==> src/rtl/pipelined_adder.sv <==
`default_nettype none
// ============================================================================
// Module   : pipelined_adder
// Purpose  : Chunked ripple-carry adder/subtractor. Each stage adds CHUNK
//            bits and passes the carry in a register to the next stage, so
//            the result leaves STAGES = WIDTH/CHUNK cycles after acceptance.
//            The handshake is valid/ready on both sides. The whole pipe
//            advances together and stalls only while the output is held.
// Ports    : clk, rst              - clock, synchronous active-high reset
//            in_valid/in_ready     - operand beat handshake
//            a, b [WIDTH]          - operands
//            cin                   - carry-in (ignored when sub=1)
//            sub                   - 0: a+b+cin, 1: a-b
//            out_valid/out_ready   - result beat handshake
//            sum [WIDTH]           - result
//            cout                  - carry out of MSB (borrow-not for sub)
//            ovf                   - signed two's-complement overflow
// Config   : `define PIPELINED_ADDER_SAT_EN to clamp sum to the signed
//            max/min on overflow; otherwise sum wraps.
// Revision : 1.0 - initial release
// ============================================================================
module pipelined_adder #(
    parameter int WIDTH = 16,
    parameter int CHUNK = 4
) (
    input  logic             clk,
    input  logic             rst,
    input  logic             in_valid,
    output logic             in_ready,
    input  logic [WIDTH-1:0] a,
    input  logic [WIDTH-1:0] b,
    input  logic             cin,
    input  logic             sub,
    output logic             out_valid,
    input  logic             out_ready,
    output logic [WIDTH-1:0] sum,
    output logic             cout,
    output logic             ovf
);

    localparam int c_stages = WIDTH / CHUNK;
    localparam int c_last   = c_stages - 1;

`ifdef PIPELINED_ADDER_SAT_EN
    localparam logic [WIDTH-1:0] c_smax = {1'b0, {(WIDTH-1){1'b1}}};
    localparam logic [WIDTH-1:0] c_smin = {1'b1, {(WIDTH-1){1'b0}}};
`endif

    // Stage registers. Each stage holds the operands (B already inverted
    // for subtraction), the partial sum so far, and the carry out of its
    // chunk.
    logic [WIDTH-1:0] r_a [c_stages];
    logic [WIDTH-1:0] r_b [c_stages];
    logic [WIDTH-1:0] r_s [c_stages];
    logic             r_c [c_stages];
    logic             r_v [c_stages];
    logic             r_ovf;

    // Stage inputs (w_a/w_b/w_s/w_c/w_v) and stage results.
    logic [WIDTH-1:0] w_a   [c_stages];
    logic [WIDTH-1:0] w_b   [c_stages];
    logic [WIDTH-1:0] w_s   [c_stages];
    logic [WIDTH-1:0] w_sn  [c_stages];
    logic             w_c   [c_stages];
    logic             w_v   [c_stages];
    logic             w_co  [c_stages];
    logic [CHUNK:0]   w_add [c_stages];

    logic             w_adv;
    logic             w_msb_cin;
    logic             w_ovf;
    logic [WIDTH-1:0] w_res;

    assign w_adv    = !r_v[c_last] || out_ready;
    assign in_ready = w_adv;

    always_comb begin
        // Subtraction is a + ~b + 1, so the inversion and forced carry are
        // applied once on entry and then travel with the beat.
        w_a[0] = a;
        w_b[0] = sub ? ~b : b;
        w_c[0] = sub | cin;
        w_s[0] = '0;
        w_v[0] = in_valid;
        for (int k = 1; k < c_stages; k++) begin
            w_a[k] = r_a[k-1];
            w_b[k] = r_b[k-1];
            w_c[k] = r_c[k-1];
            w_s[k] = r_s[k-1];
            w_v[k] = r_v[k-1];
        end
        for (int k = 0; k < c_stages; k++) begin
            w_add[k] = {1'b0, w_a[k][k*CHUNK +: CHUNK]}
                     + {1'b0, w_b[k][k*CHUNK +: CHUNK]}
                     + {{CHUNK{1'b0}}, w_c[k]};
            w_co[k]  = w_add[k][CHUNK];
            w_sn[k]  = w_s[k];
            w_sn[k][k*CHUNK +: CHUNK] = w_add[k][CHUNK-1:0];
        end
    end

    // Carry into the MSB is recovered from the MSB sum bit. Overflow is
    // the disagreement between the carry into the MSB and the carry out of it.
    always_comb begin
        w_msb_cin = w_a[c_last][WIDTH-1] ^ w_b[c_last][WIDTH-1] ^ w_sn[c_last][WIDTH-1];
        w_ovf     = w_co[c_last] ^ w_msb_cin;
        w_res     = w_sn[c_last];
`ifdef PIPELINED_ADDER_SAT_EN
        // On overflow the wrapped sign is wrong. A negative-looking result
        // means the true value was positive.
        if (w_ovf) begin
            w_res = w_sn[c_last][WIDTH-1] ? c_smax : c_smin;
        end
`endif
    end

    always_ff @(posedge clk) begin
        if (rst) begin
            for (int k = 0; k < c_stages; k++) begin
                r_a[k] <= '0;
                r_b[k] <= '0;
                r_s[k] <= '0;
                r_c[k] <= 1'b0;
                r_v[k] <= 1'b0;
            end
            r_ovf <= 1'b0;
        end else if (w_adv) begin
            for (int k = 0; k < c_stages; k++) begin
                r_a[k] <= w_a[k];
                r_b[k] <= w_b[k];
                r_c[k] <= w_co[k];
                r_v[k] <= w_v[k];
            end
            for (int k = 0; k < c_last; k++) begin
                r_s[k] <= w_sn[k];
            end
            r_s[c_last] <= w_res;
            r_ovf       <= w_ovf;
        end
    end

    assign out_valid = r_v[c_last];
    assign sum       = r_s[c_last];
    assign cout      = r_c[c_last];
    assign ovf       = r_ovf;

endmodule
`default_nettype wire
==> config.mk <==
export PLATFORM = sky130hd
export DESIGN_NAME = pipelined_adder
export DESIGN_NICKNAME = d
export VERILOG_FILES = /design/src/rtl/pipelined_adder.sv
export SDC_FILE = /design/constraint.sdc
export NUM_CORES = 1
export LEC_CHECK = 0
export CORE_MARGIN = 8
export CORE_UTILIZATION = 54
export DETAILED_ROUTE_END_ITERATION = 10
export PLACE_DENSITY_LB_ADDON = 0.2
export SYNTH_ARGS = -nofsm -noshare
export SYNTH_HDL_FRONTEND = slang
export SYNTH_SLANG_ARGS = --single-unit
==> constraint.sdc <==
create_clock -name clk -period 3.86 [get_ports clk]
set_input_delay 0.965 -clock clk [delete_from_list [all_inputs] [get_ports clk]]
set_output_delay 0.965 -clock clk [all_outputs]
set_load 0.05 [all_outputs]
==> results by group <==
Floorplanning
  • Die Footprint: 0.0109 sq mm
  • Die width: 104 um
  • Number of top-level pins: 58
  • Starting utilization of the core area: 55.1%
  • Area of the core region: 0.00765 sq mm
  • Die Span Y: 104 um
  • Standard-cell row count: 32

Hold path
  • Path category of the worst min-delay check: flop to flop
  • Hold Startpoint: r_s[2][5]
  • Depth of the worst hold-timing path: 1

CTS
  • Total CTS buffers: 9
  • Resized cells post-CTS: 0
  • Clock-pin transition on the worst setup and hold timing paths: 0.09 ns
  • Number of H-tree levels: 3
  • Worst-case clock buffer depth: 2
  • Post CTS Setup Buffer Count: 0
  • Clock insertion delay at the later pin of the skew report: 0.35 ns
  • Number of buffers inserted by hold repair at cts: 0
  • Clock tree from TritonCTS: yes
  • Buffer cell driving the clock tree root: sky130_fd_sc_hd__clkbuf_8
  • Num Clock Sinks: 97

Yosys
  • Ranking of synthesized cells by area: sky130_fd_sc_hd__edfxtp_1 68%, sky130_fd_sc_hd__and2_1 10%, sky130_fd_sc_hd__fa_1 3.8%
  • Most used flip-flop cell after synthesis: sky130_fd_sc_hd__edfxtp_1
  • Share of flip-flops with an asynchronous set or reset: 0%
  • Top cells by instance count after synthesis: 96 x sky130_fd_sc_hd__edfxtp_1, 70 x sky130_fd_sc_hd__and2_1, 23 x sky130_fd_sc_hd__nor2_1
  • Synthesized area per cell: 15.0 sq um
  • Post-synthesis sequential area ratio: 68.9%
  • Post-synthesis net count: 339
  • Synth area leader: sky130_fd_sc_hd__edfxtp_1
  • Gate count after technology mapping: 281
  • Unique masters post-synth: 23
  • Netlist area before placement: 0.00421 sq mm
  • Warning count from the yosys run: 0
  • Share of Yosys cell area claimed by the top area cell type: 68.4%
  • Most repeated cell in the gate-level netlist after synthesis: sky130_fd_sc_hd__edfxtp_1
  • Number of enable-type register cells in the synthesized netlist: 96
  • Number of synthesized register bits: 97

Drt
  • Final wirelength: 5.83 mm
  • Count of antenna-violating nets left after detailed routing: 0
  • DRC violation count after routing: 0
  • Violation count after the first detailed-routing iteration: 36
  • Routed vias: 2,078
  • Count of TritonRoute iterations in the first routing pass: 4
  • Routed length per placed instance: 13.0 um
  • Number of vias per cell: 4.65

Worst setup path
  • Required arrival time at the worst endpoint: 2.89 ns
  • CP max-delay cell: sky130_fd_sc_hd__clkdlybuf4s50_1
  • Count of buffering cells on the critical path with inverters included: 2
  • Critical path capture point type: primary output
  • CP dominant cell by count: sky130_fd_sc_hd__clkdlybuf4s50_1
  • Crit path from: out_ready
  • WP depth: 3
  • Launch point of the worst reg-to-reg path: r_c[2]
  • Cell count of the worst reg-to-reg path: 6
  • Worst Setup Start Kind: input port
  • Top delay family on crit path: buffers and inverters
  • Critical path class: input port to primary output
  • CP Cell Sequence: clkdlybuf4s50_1 > nand2b_4 > clkdlybuf4s50_1
  • Largest incremental delay on the critical path: 0.81 ns
  • Peak fanout along the critical path: 6
  • Data arrival, critical path: 2.39 ns

Final layout
  • Post-route cell area: 0.00511 sq mm
  • Area occupied by multi-input gates: 0.00123 sq mm
  • Diode count: 0
  • Total number of nets in the final design: 398
  • # fillers: 528
  • Synth-to-layout area growth: 21.4%
  • Sequential standard cell area: 0.00290 sq mm
  • Share of final-layout standard cells stronger than drive strength 1: 6.96%

Global route
  • Routing usage on met1: 13.1%
  • Aggregate global routing overflow: 0
  • Antenna violations before repair: 0
  • Via count of the first global-routing pass: 2,160
  • GRT met2 Usage: 18.7%
  • Global-route usage over all layers: 11.4%
  • Maximum number of pins on one net before global-route repair: 71
  • Met3 routing resource usage after global routing: 3.28%
  • Global-route wire length before repair: 10.0 mm
  • Global-route layer with the greatest usage: met2

Timing
  • Final Skew: 0.0120 ns
  • Worst-case headroom to the max-slew limit: 41.3%
  • Setup repair after global routing missed its margin: false
  • Final-layout setup total negative slack: 0 ns
  • Crit share post-route: 86.9%
  • FMAX: 0.298 GHz
  • Minimum clock period after layout: 3.35 ns
  • Slew at the pin with the worst max-slew slack: 0.880 ns
  • Max-slew violation count: 0
  • Final Hold Vio Count: 0
  • Finish-stage setup viols: 0

Place
  • Number of buffer cells added on primary ports: 57
  • Detailed Place HPWL: 3.89 mm
  • Instance area at placement: 0.00490 sq mm
  • Gpl congestion: 0.717

Pwr
  • Power Dens Cells: 431 mW/mm^2
  • Worst IR drop on VDD: 0.231 mV
  • Static leakage power: 2.09 nW

Flow run
  • Count of max-cap constraint violations: 0

Status
  • Run status: finished, final reports clean
## flip-flops by register name, indices dropped and copies added (netlist names)
register	count
r_s	40
ovf	1
r_a	24
r_c	4
r_v	4
r_b	24
## path summary, 6_finish.rpt
check	endpoint	slack (ns)
max reg2reg	ovf	1.82
min	r_s[3][5]	0.52
max	in_ready	0.51
min reg2reg	r_s[3][5]	0.52
## power by group
part	switching [mW]	leakage [nW]	internal [mW]
combinational	0.121	0.832	0.117
sequential	0.0198	1.15	1.24
clock	0.339	0.105	0.368
total	0.480	2.09	1.72
## cell families after synthesis
logic type      synth area share (%)
fa+ha+maj                       7.37
simple gates                    14.2
flops                           68.9
xor+xnor                        4.78
compound gates                  2.73
buf+inv                         1.99
## cell usage in the layout, fill, tap and decap left out, drive strengths merged
cell / n
a21oi: 8
nor2: 23
dfxtp: 1
or2: 2
clkinvlp: 1
clkdlybuf4s50: 57
clkinv: 1
nor3: 2
clkbuf: 10
ha: 12
bufinv: 2
fa: 8
a21o: 6
nor2b: 4
xnor2: 15
buf: 3
o21ai: 2
a211oi: 1
xor2: 8
nand2b: 2
and2b: 1
edfxtp: 96
and2: 70
inv: 10
## per-stage QoR
step	utilization, %	hold WS (ns)	setup slack (ns)	cells	power (mW)
floorplan	-	0.497	0.836	281	1.43
global placement	64.0	0.499	0.527	431	1.51
detailed placement	64.0	0.501	0.497	431	1.52
CTS	66.9	0.518	0.498	447	2.22
global route	66.9	0.528	0.480	447	2.28
finish	66.9	0.521	0.507	447	2.20
## metal layers
metal,wire length (um),vias to the layer above,share of wire [%]
li1,-,1076,-
met1,2530,933,43
met2,2840,58,49
met3,324,11,5.6
met4,139,0,2.4
met5,0,-,0
## final cells by class
cell class	count	area share [%]
repair buffers	60	11.8
inverters	8	0.587
well taps	102	2.50
clock buffers	10	2.50
flip-flops and latches	97	56.8
multi-input cells	164	24.1
clock inverters	6	1.74
Note: power is estimated with default switching activity, not from simulation.
